File: config.mk
export PLATFORM = sky130hd
export DESIGN_NAME = axi_rd_burst_sched
export DESIGN_NICKNAME = d
export VERILOG_FILES = /design/src/rtl/axi_rd_burst_sched.sv
export SDC_FILE = /design/constraint.sdc
export NUM_CORES = 1
export LEC_CHECK = 0
export BUFFER_PORTS_ARGS = -buffer_cell sky130_fd_sc_hd__buf_4
export CORE_UTILIZATION = 40
export DETAILED_ROUTE_END_ITERATION = 10
export PLACE_DENSITY = 0.62
export SYNTH_ARGS = -nofsm -noshare
export SYNTH_HDL_FRONTEND = slang
export SYNTH_SLANG_ARGS = --single-unit
File: constraint.sdc
create_clock -name clk -period 8.3 [get_ports clk]
set_input_delay 1.66 -clock clk [delete_from_list [all_inputs] [get_ports clk]]
set_output_delay 1.66 -clock clk [all_outputs]
set_load 0.05 [all_outputs]
File: src/rtl/axi_rd_burst_sched.sv
// Read DMA burst scheduler: splits one transfer into AXI INCR bursts (MAX_BURST cap, no 4 KB crossing)
// and tracks outstanding bursts through R-channel last beats.
module axi_rd_burst_sched #(
   parameter int ADDR_W          = 64,
   parameter int DATA_W          = 512,
   parameter int MAX_BURST       = 256,
   parameter int MAX_OUTSTANDING = 4
) (
   input  logic              clk,
   input  logic              rst,
   input  logic              init_read,
   input  logic [ADDR_W-1:0] read_start_addr,
   input  logic [31:0]       read_length,
   output logic              start_ready,
   output logic              ar_valid,
   input  logic              ar_ready,
   output logic [ADDR_W-1:0] ar_addr,
   output logic [7:0]        ar_len,
   output logic [2:0]        ar_size,
   output logic [1:0]        ar_burst,
   input  logic              r_valid,
   input  logic              r_ready,
   input  logic              r_last,
   input  logic [1:0]        r_resp,
   output logic              read_done,
   output logic              read_err
);
   localparam int BB = DATA_W / 8;
   localparam int SZ = $clog2(BB);
   localparam int OW = $clog2(MAX_OUTSTANDING + 1);

   typedef enum logic [1:0] {IDLE, ISSUE, DRAIN, DONE} state_e;

   state_e            state_q, state_d;
   logic [ADDR_W-1:0] addr_q, addr_d;
   logic [31:0]       rem_q, rem_d;
   logic [OW-1:0]     outst_q, outst_d;
   logic              err_q, err_d;
   logic [31:0]       room, bsize;
   logic              ar_hs, r_hs, r_end;

   always_ff @(posedge clk or posedge rst) begin
      if (rst) begin
         state_q <= IDLE;
         addr_q  <= '0;
         rem_q   <= '0;
         outst_q <= '0;
         err_q   <= 1'b0;
      end else begin
         state_q <= state_d;
         addr_q  <= addr_d;
         rem_q   <= rem_d;
         outst_q <= outst_d;
         err_q   <= err_d;
      end
   end

   always_comb begin
      state_d = state_q;
      addr_d  = addr_q;
      rem_d   = rem_q;
      outst_d = outst_q;
      err_d   = err_q;
      // beats left before the next 4 KB page boundary
      room    = (32'd4096 - {20'd0, addr_q[11:0]}) >> SZ;
      bsize   = rem_q;
      if (bsize > 32'(MAX_BURST)) bsize = 32'(MAX_BURST);
      if (bsize > room) bsize = room;
      ar_hs = ar_valid && ar_ready;
      r_hs  = r_valid && r_ready;
      // a stray last beat with nothing outstanding must not underflow the counter
      r_end = r_hs && r_last && (outst_q != '0);
      if (ar_hs && !r_end)      outst_d = outst_q + 1'b1;
      else if (!ar_hs && r_end) outst_d = outst_q - 1'b1;
      if ((state_q == ISSUE || state_q == DRAIN) && r_hs && (r_resp == 2'b10 || r_resp == 2'b11))
         err_d = 1'b1;
      case (state_q)
         IDLE: if (init_read) begin
            addr_d  = read_start_addr & ~ADDR_W'(BB - 1);
            rem_d   = read_length;
            err_d   = 1'b0;
            state_d = (read_length == 32'd0) ? DONE : ISSUE;
         end
         ISSUE: if (ar_hs) begin
            addr_d = addr_q + (ADDR_W'(bsize) << SZ);
            rem_d  = rem_q - bsize;
            if (rem_q == bsize) state_d = DRAIN;
         end
         DRAIN: if (outst_q == '0) state_d = DONE;
         DONE:  state_d = IDLE;
         default: state_d = IDLE;
      endcase
   end

   assign start_ready = (state_q == IDLE);
   assign ar_valid    = (state_q == ISSUE) && (outst_q < OW'(MAX_OUTSTANDING));
   assign ar_addr     = addr_q;
   assign ar_len      = (state_q == ISSUE) ? 8'(bsize - 32'd1) : 8'd0;
   assign ar_size     = 3'(SZ);
   assign ar_burst    = 2'b01;
   assign read_done   = (state_q == DONE);
   assign read_err    = err_q;

endmodule

==> results of run 1 <==
[through the flow]
stage | cell area (um^2) | hold slack (ns) | setup WS (ns) | utilization | cells
CTS | 10700 | 0.488 | 1.81 | 0.504 | 1537
floorplan | 8940 | 0.458 | 2.16 | - | 1127
global placement | 10300 | 0.483 | 1.90 | 0.488 | 1521
finish | 10700 | 0.486 | 1.80 | 0.504 | 1537
detailed placement | 10300 | 0.474 | 1.84 | 0.488 | 1521
global route | 10700 | 0.526 | 1.34 | 0.504 | 1537
[final cells by class]
cell class / count / area, um^2 / share of cell area
clock inverter: 4 / 73.8 / 0.00691
timing repair buffer: 173 / 1300 / 0.122
tap: 275 / 344 / 0.0322
inverter: 40 / 153 / 0.0143
multi-input combinational: 937 / 6150 / 0.575
clock buffer: 12 / 267 / 0.0249
sequential: 96 / 2400 / 0.225
[report_power, final]
part           switching [uW]  total (uW)  internal (uW)
Clock                     204         495            290
Sequential                279         993            714
Combinational            2420        3890           1470
[synth_stat cells (4+ instances only)]
cell type  count  area (um^2)
mux2i_1       41          410
o21a_1         7         52.6
and3_1        27          169
nand2b_1       8         50.1
nand3_1       15         75.1
o21bai_1       6         45.0
a31oi_1       20          125
xnor2_1       38          333
nand4_1       16          100
o21ai_1       12         60.1
xor2_1        23          201
a21o_1        26          195
a21oi_1      117          586
a31o_1         4         35.0
or3_1          8         50.1
ha_1          78          976
and2_1         8         50.1
buf_1          4         15.0
dfrtp_1       96         2400
nand3b_1       4         30.0
buf_4         12         90.1
o21ai_0       85          425
mux2_2         4         45.0
inv_1         38          143
nor2_1        65          244
nor4_1        14         87.6
o22ai_1       24          150
nor3_1        21          105
or4_1          4         30.0
nor2b_1       13         81.3
nand2_1      118          443
clkbuf_1      34          128
[kinds of logic (layout without fill, tap and decap cells)]
group | after synthesis | in the layout | synth area share
other | 2 | 60 | 0.000861
adders and majority gates | 81 | 81 | 0.119
buffers and inverters | 94 | 229 | 0.0469
DFF | 96 | 96 | 0.276
muxes | 49 | 49 | 0.0606
xor gates and xnor gates | 61 | 61 | 0.0613
AOI/OAI and AO/OA | 347 | 347 | 0.242
and+or+nand+nor | 339 | 339 | 0.194
[flip-flops by register name, summed over array words and instances (netlist names)]
register,count
ar_addr,58
rem_q,32
outst_q,3
state_q,2
read_err,1
[critical path, stage by stage (launching register included)]
cell and delay (ns):
dfrtp_1 0.45, nor4_1 0.37, and4_1 0.28, nand3_2 0.13, a21oi_1 0.37, and2_1 0.26, ha_1 0.27, and4_1 0.18
nand4_1 0.15, o211ai_1 0.16, o21ai_4 0.38, mux2_2 0.42, inv_1 0.14, ha_1 0.19, inv_1 0.05, fa_1 0.38
nor2b_1 0.20, o31a_1 0.20, o311ai_1 0.17, a21oi_1 0.35, o21ai_1 0.15, nand3_1 0.10, a31oi_1 0.09, buf_4 0.20
nand2b_1 0.19, or4_1 0.48, nand3_1 0.10
[how the worst max path moves through the flow]
| stage | startpoint | end | slack, ns | depth (start not counted) |
|---|---|---|---|---|
| after CTS | rem_q[18] | ar_addr[62] | 1.81 | 26 |
| after floorplan | rem_q[18] | ar_len[7] | 2.16 | 13 |
| after global routing | rem_q[18] | ar_addr[62] | 1.34 | 26 |
| after global placement | rem_q[18] | ar_addr[62] | 1.90 | 26 |
| after detailed placement | rem_q[18] | ar_addr[62] | 1.84 | 26 |
| final | rem_q[18] | ar_addr[62] | 1.80 | 26 |
[per-layer routing]
| layer | vias up | wire length, um | global-route usage |
|---|---|---|---|
| li1 | 4214 | - | - |
| met1 | 3832 | 12100 | 0.312 |
| met2 | 210 | 11000 | 0.357 |
| met3 | 27 | 1390 | 0.0381 |
| met4 | 0 | 425 | 0.0658 |
| met5 | - | 0 | 0 |
==> run_results.csv, run 1 <==
group,metric,value,unit
outcome,status,"complete, no violations",
global_routing,grt_pass1_wl,39.8,mm
power_and_ir_drop,total_power,5380,uW
global_routing,grt_max_degree,116,
global_routing,grt_usage,0.225,
global_routing,antenna_found_initial,0,
synthesis,ys.flop_type,"dfrtp_1",
clocking,post-cts-setup-buffer-count,0,
synthesis,synth_cells,1069,
clocking,clock-root-buffer,"clkbuf_16",
placement,dp_hpwl,18.4,mm
clocking,cts_tree,"done",
synthesis,synth_seq_area_share,0.276,
route,avgRoutedWirePerCell,16.2,um
clocking,cts_resized,0,
floorplan,std_cell_rows,53,
synthesis,synth_cell_type_count,78,
timing,setup_violations,0,
critical_path,r2r_end,"ar_addr[62]",
critical_path,critPathRequiredTime,8.58,ns
hold_path,worstHoldStart,"outst_q[2]",
synthesis,async_flop_share,1.00,
power_and_ir_drop,vdd_ir_drop_max,268,uV
route,ant_nets,0,
final_layout,final_common_cell,"buf_4",
floorplan,die_w,150,um
hold_path,min_to,"outst_q[2]",
final_layout,num_antenna_cells,0,
synthesis,synth_edf_count,0,
power_and_ir_drop,p_per_area,503,nW/um^2
route,finalWirelength,24.9,mm
floorplan,initial_core_util,0.411,
critical_path,r2r_cells,26,
placement,globalplace.congestion,0.865,
timing,worst_slew_pin_slew,1.08,ns
clocking,h-tree-depth,3,
timing,clock.fmax,154,MHz
critical_path,critPathCaptureType,"flip-flop",
clocking,clock_latency,0.35,ns
floorplan,ios,186,
critical_path,critical_path_class,"reg -> reg",
hold_path,hold_depth,1,
critical_path,crit_arrival,6.78,ns
hold_path,holdCritPathClass,"reg -> reg",
timing,finalHoldViolCount,0,
timing,period_minus_slack,6.50,ns
timing,finalCritPeriodShare,0.783,
synthesis,avgSynthCellArea,8.16,um^2
clocking,clkTransAtPathRegs,0.08,ns
timing,rsz0062_at_grt,"false",
route,dr.pass1.iters,5,
final_layout,final_cell_mix,"173 x buf_4, 118 x nand2_1, 117 x a21oi_1",
clocking,clkSinkCount,96,
final_layout,fillers,2147,
critical_path,worst_setup_path_start_kind,"flip-flop",
floorplan,die_area,22400,um^2
synthesis,ys_ff_latch,96,
floorplan,die_h,150,um
critical_path,cp_max_fo,13,
final_layout,nets,1443,
timing,setup_tns,0,ns
timing,slew_violations,0,
clocking,clock_path_buffers,2,
final_layout,drive_above_1_share,0.177,
global_routing,overflow,0,
power_and_ir_drop,leakage,0.00506,uW
clocking,cts_buffers,9,
timing,finClkSkew,0.0122,ns
route,drt_iter0_markers,265,
synthesis,synth_warnings,0,
critical_path,rr_startpoint,"rem_q[18]",
route,vias_per_cell,5.39,
route,drc,0,
flow_run,cap_violations,0,
clocking,postCtsHoldBufs,0,
synthesis,synthesis.area,8720,um^2
floorplan,core,21200,um^2
placement,portBuffers,167,
timing,relSlewSlack,0.282,
final_layout,syn_to_final_growth,22.6,%
route,vias,8283,
critical_path,r2r_slack,1.80,ns
global_routing,grt_pass1_vias,7914,
Power figures use the tool's default switching activity.
==> inputs of run 2 (changes only) <==
Clock period 8.3 ns to 6.7 ns, I/O delays scaled along.
==> run_results.csv, run 2 (synthesis gave the netlist of run 1 again) <==
group,metric,value,unit
outcome,status,"complete, no violations",
hold_path,worstHoldStart,"outst_q[2]",
power_and_ir_drop,p_per_area,622,nW/um^2
final_layout,stdcell_count,1539,
placement,globalplace.congestion,0.903,
clocking,clkSinkCount,96,
final_layout,largest_register_ffs,58,
route,drc,0,
floorplan,ios,186,
timing,finalHoldViolCount,0,
route,drt_iter0_markers,361,
critical_path,rr_startpoint,"rem_q[18]",
floorplan,std_cell_rows,53,
global_routing,grt_use_met2,0.373,
final_layout,final_common_cell,"buf_4",
timing,setup_ws,0.385,ns
global_routing,grt_max_degree,62,
floorplan,initial_core_util,0.411,
critical_path,critPathCaptureType,"flip-flop",
clocking,clock_path_buffers,2,
placement,dp_hpwl,18.8,mm
timing,finalCritPeriodShare,0.943,
placement,dp.cells,1523,
global_routing,use_met3,0.0384,
clocking,clock-root-buffer,"clkbuf_16",
route,vias,8369,
power_and_ir_drop,total_power,6650,uW
timing,period_minus_slack,6.32,ns
critical_path,r2r_end,"ar_addr[46]",
final_layout,syn_to_final_growth,22.6,%
critical_path,r2r_slack,0.38,ns
critical_path,worst_setup_path_start_kind,"flip-flop",
clocking,clock_latency,0.35,ns
global_routing,met1_usage,0.307,
timing,finClkSkew,0.0112,ns
global_routing,grt_usage,0.227,
timing,rsz0062_at_grt,"false",
route,avgRoutedWirePerCell,16.3,um
timing,slew_violations,0,
route,ant_nets,0,
critical_path,critPathRequiredTime,6.91,ns
placement,portBuffers,167,
clocking,cts_buffers,9,
hold_path,hold_depth,1,
critical_path,r2r_cells,25,
global_routing,antenna_found_initial,0,
floorplan,core,21200,um^2
hold_path,min_to,"outst_q[2]",
clocking,h-tree-depth,3,
critical_path,critical_path_class,"reg -> reg",
floorplan,die_h,150,um
route,finalWirelength,25.1,mm
timing,setup_violations,0,
floorplan,die_area,22400,um^2
clocking,postCtsHoldBufs,0,
final_layout,final_cell_mix,"175 x buf_4, 118 x nand2_1, 116 x a21oi_1",
critical_path,crit_arrival,6.52,ns
floorplan,die_w,150,um
global_routing,grt_pass1_wl,40.4,mm
route,dr.pass1.iters,4,
hold_path,holdCritPathClass,"reg -> reg",
clocking,clkTransAtPathRegs,0.07,ns
timing,relSlewSlack,0.424,
timing,clock.fmax,158,MHz
global_routing,grt_pass1_vias,7959,
clocking,cts_tree,"done",
global_routing,busiest_layer,"met2",
power_and_ir_drop,leakage,0.00505,uW
flow_run,cap_violations,0,
placement,preCtsSetupSlack,0.429,ns
final_layout,nets,1445,
timing,worst_slew_pin_slew,0.862,ns
timing,setup_tns,0,ns
final_layout,drive_above_1_share,0.178,
global_routing,overflow,0,
critical_path,cp_max_fo,13,
power_and_ir_drop,vdd_ir_drop_max,311,uV
route,vias_per_cell,5.44,
final_layout,num_antenna_cells,0,
==> run 2: worst max path at each step <==
stage	depth (start not counted)	to	slack, ns	startpoint
after global routing	25	ar_addr[46]	0.009	rem_q[18]
after CTS	25	ar_addr[46]	0.39	rem_q[18]
final	25	ar_addr[46]	0.38	rem_q[18]
after floorplan	13	ar_len[7]	0.88	rem_q[18]
after global placement	25	ar_addr[46]	0.47	rem_q[18]
after detailed placement	25	ar_addr[46]	0.43	rem_q[18]
==> run 2: critical path, stage by stage, from the launching register on <==
cell       delay, ns
dfrtp_1         0.42
nor4_1          0.39
and4_1          0.29
nand3_2         0.14
a21oi_2         0.27
and2_1          0.27
ha_1            0.21
and4_1          0.19
nand4_1         0.17
a2111oi_4       0.44
o21ai_4         0.14
buf_4           0.19
mux2i_4         0.26
inv_1           0.13
ha_1            0.36
o21a_1          0.19
o31a_1          0.12
o311ai_1        0.47
a21oi_1         0.23
o21ai_1         0.26
nand3_1         0.11
a31oi_1         0.20
buf_4           0.25
nand2b_1        0.19
mux2i_1         0.20
a21oi_1         0.08
==> run 2: routing by layer <==
metal  routed length (um)  up-vias
met5                    0        -
li1                     -     4226
met2                11500      192
met1                12000     3930
met3                 1400       21
met4                  258        0
==> run 2: power by group <==
part	switching [uW]	internal, uW	total [uW]
registers	348	884	1230
logic	3010	1830	4830
clock network	243	340	583
==> run 2: timing repair <==
item	in CTS	in global routing
setup endpoints to repair	0	3
setup buffers	0	0
gates resized for setup	0	1
==> run 2: final cells by class <==
class,instances,area (um^2)
clock buffers,12,246
clock inverters,4,76.3
fillers,2122,10500
inverters,40,153
multi-input cells,937,6150
flip-flops and latches,96,2400
well taps,275,344
repair buffers,175,1310
==> run 2: per-stage QoR <==
stage               utilization  hold WS [ns]  cell area (um^2)
global placement          0.488         0.482             10400
global route              0.504         0.522             10700
finish                    0.504         0.495             10700
detailed placement        0.488         0.484             10400
floorplan                     -         0.458              8940
CTS                       0.503         0.498             10700
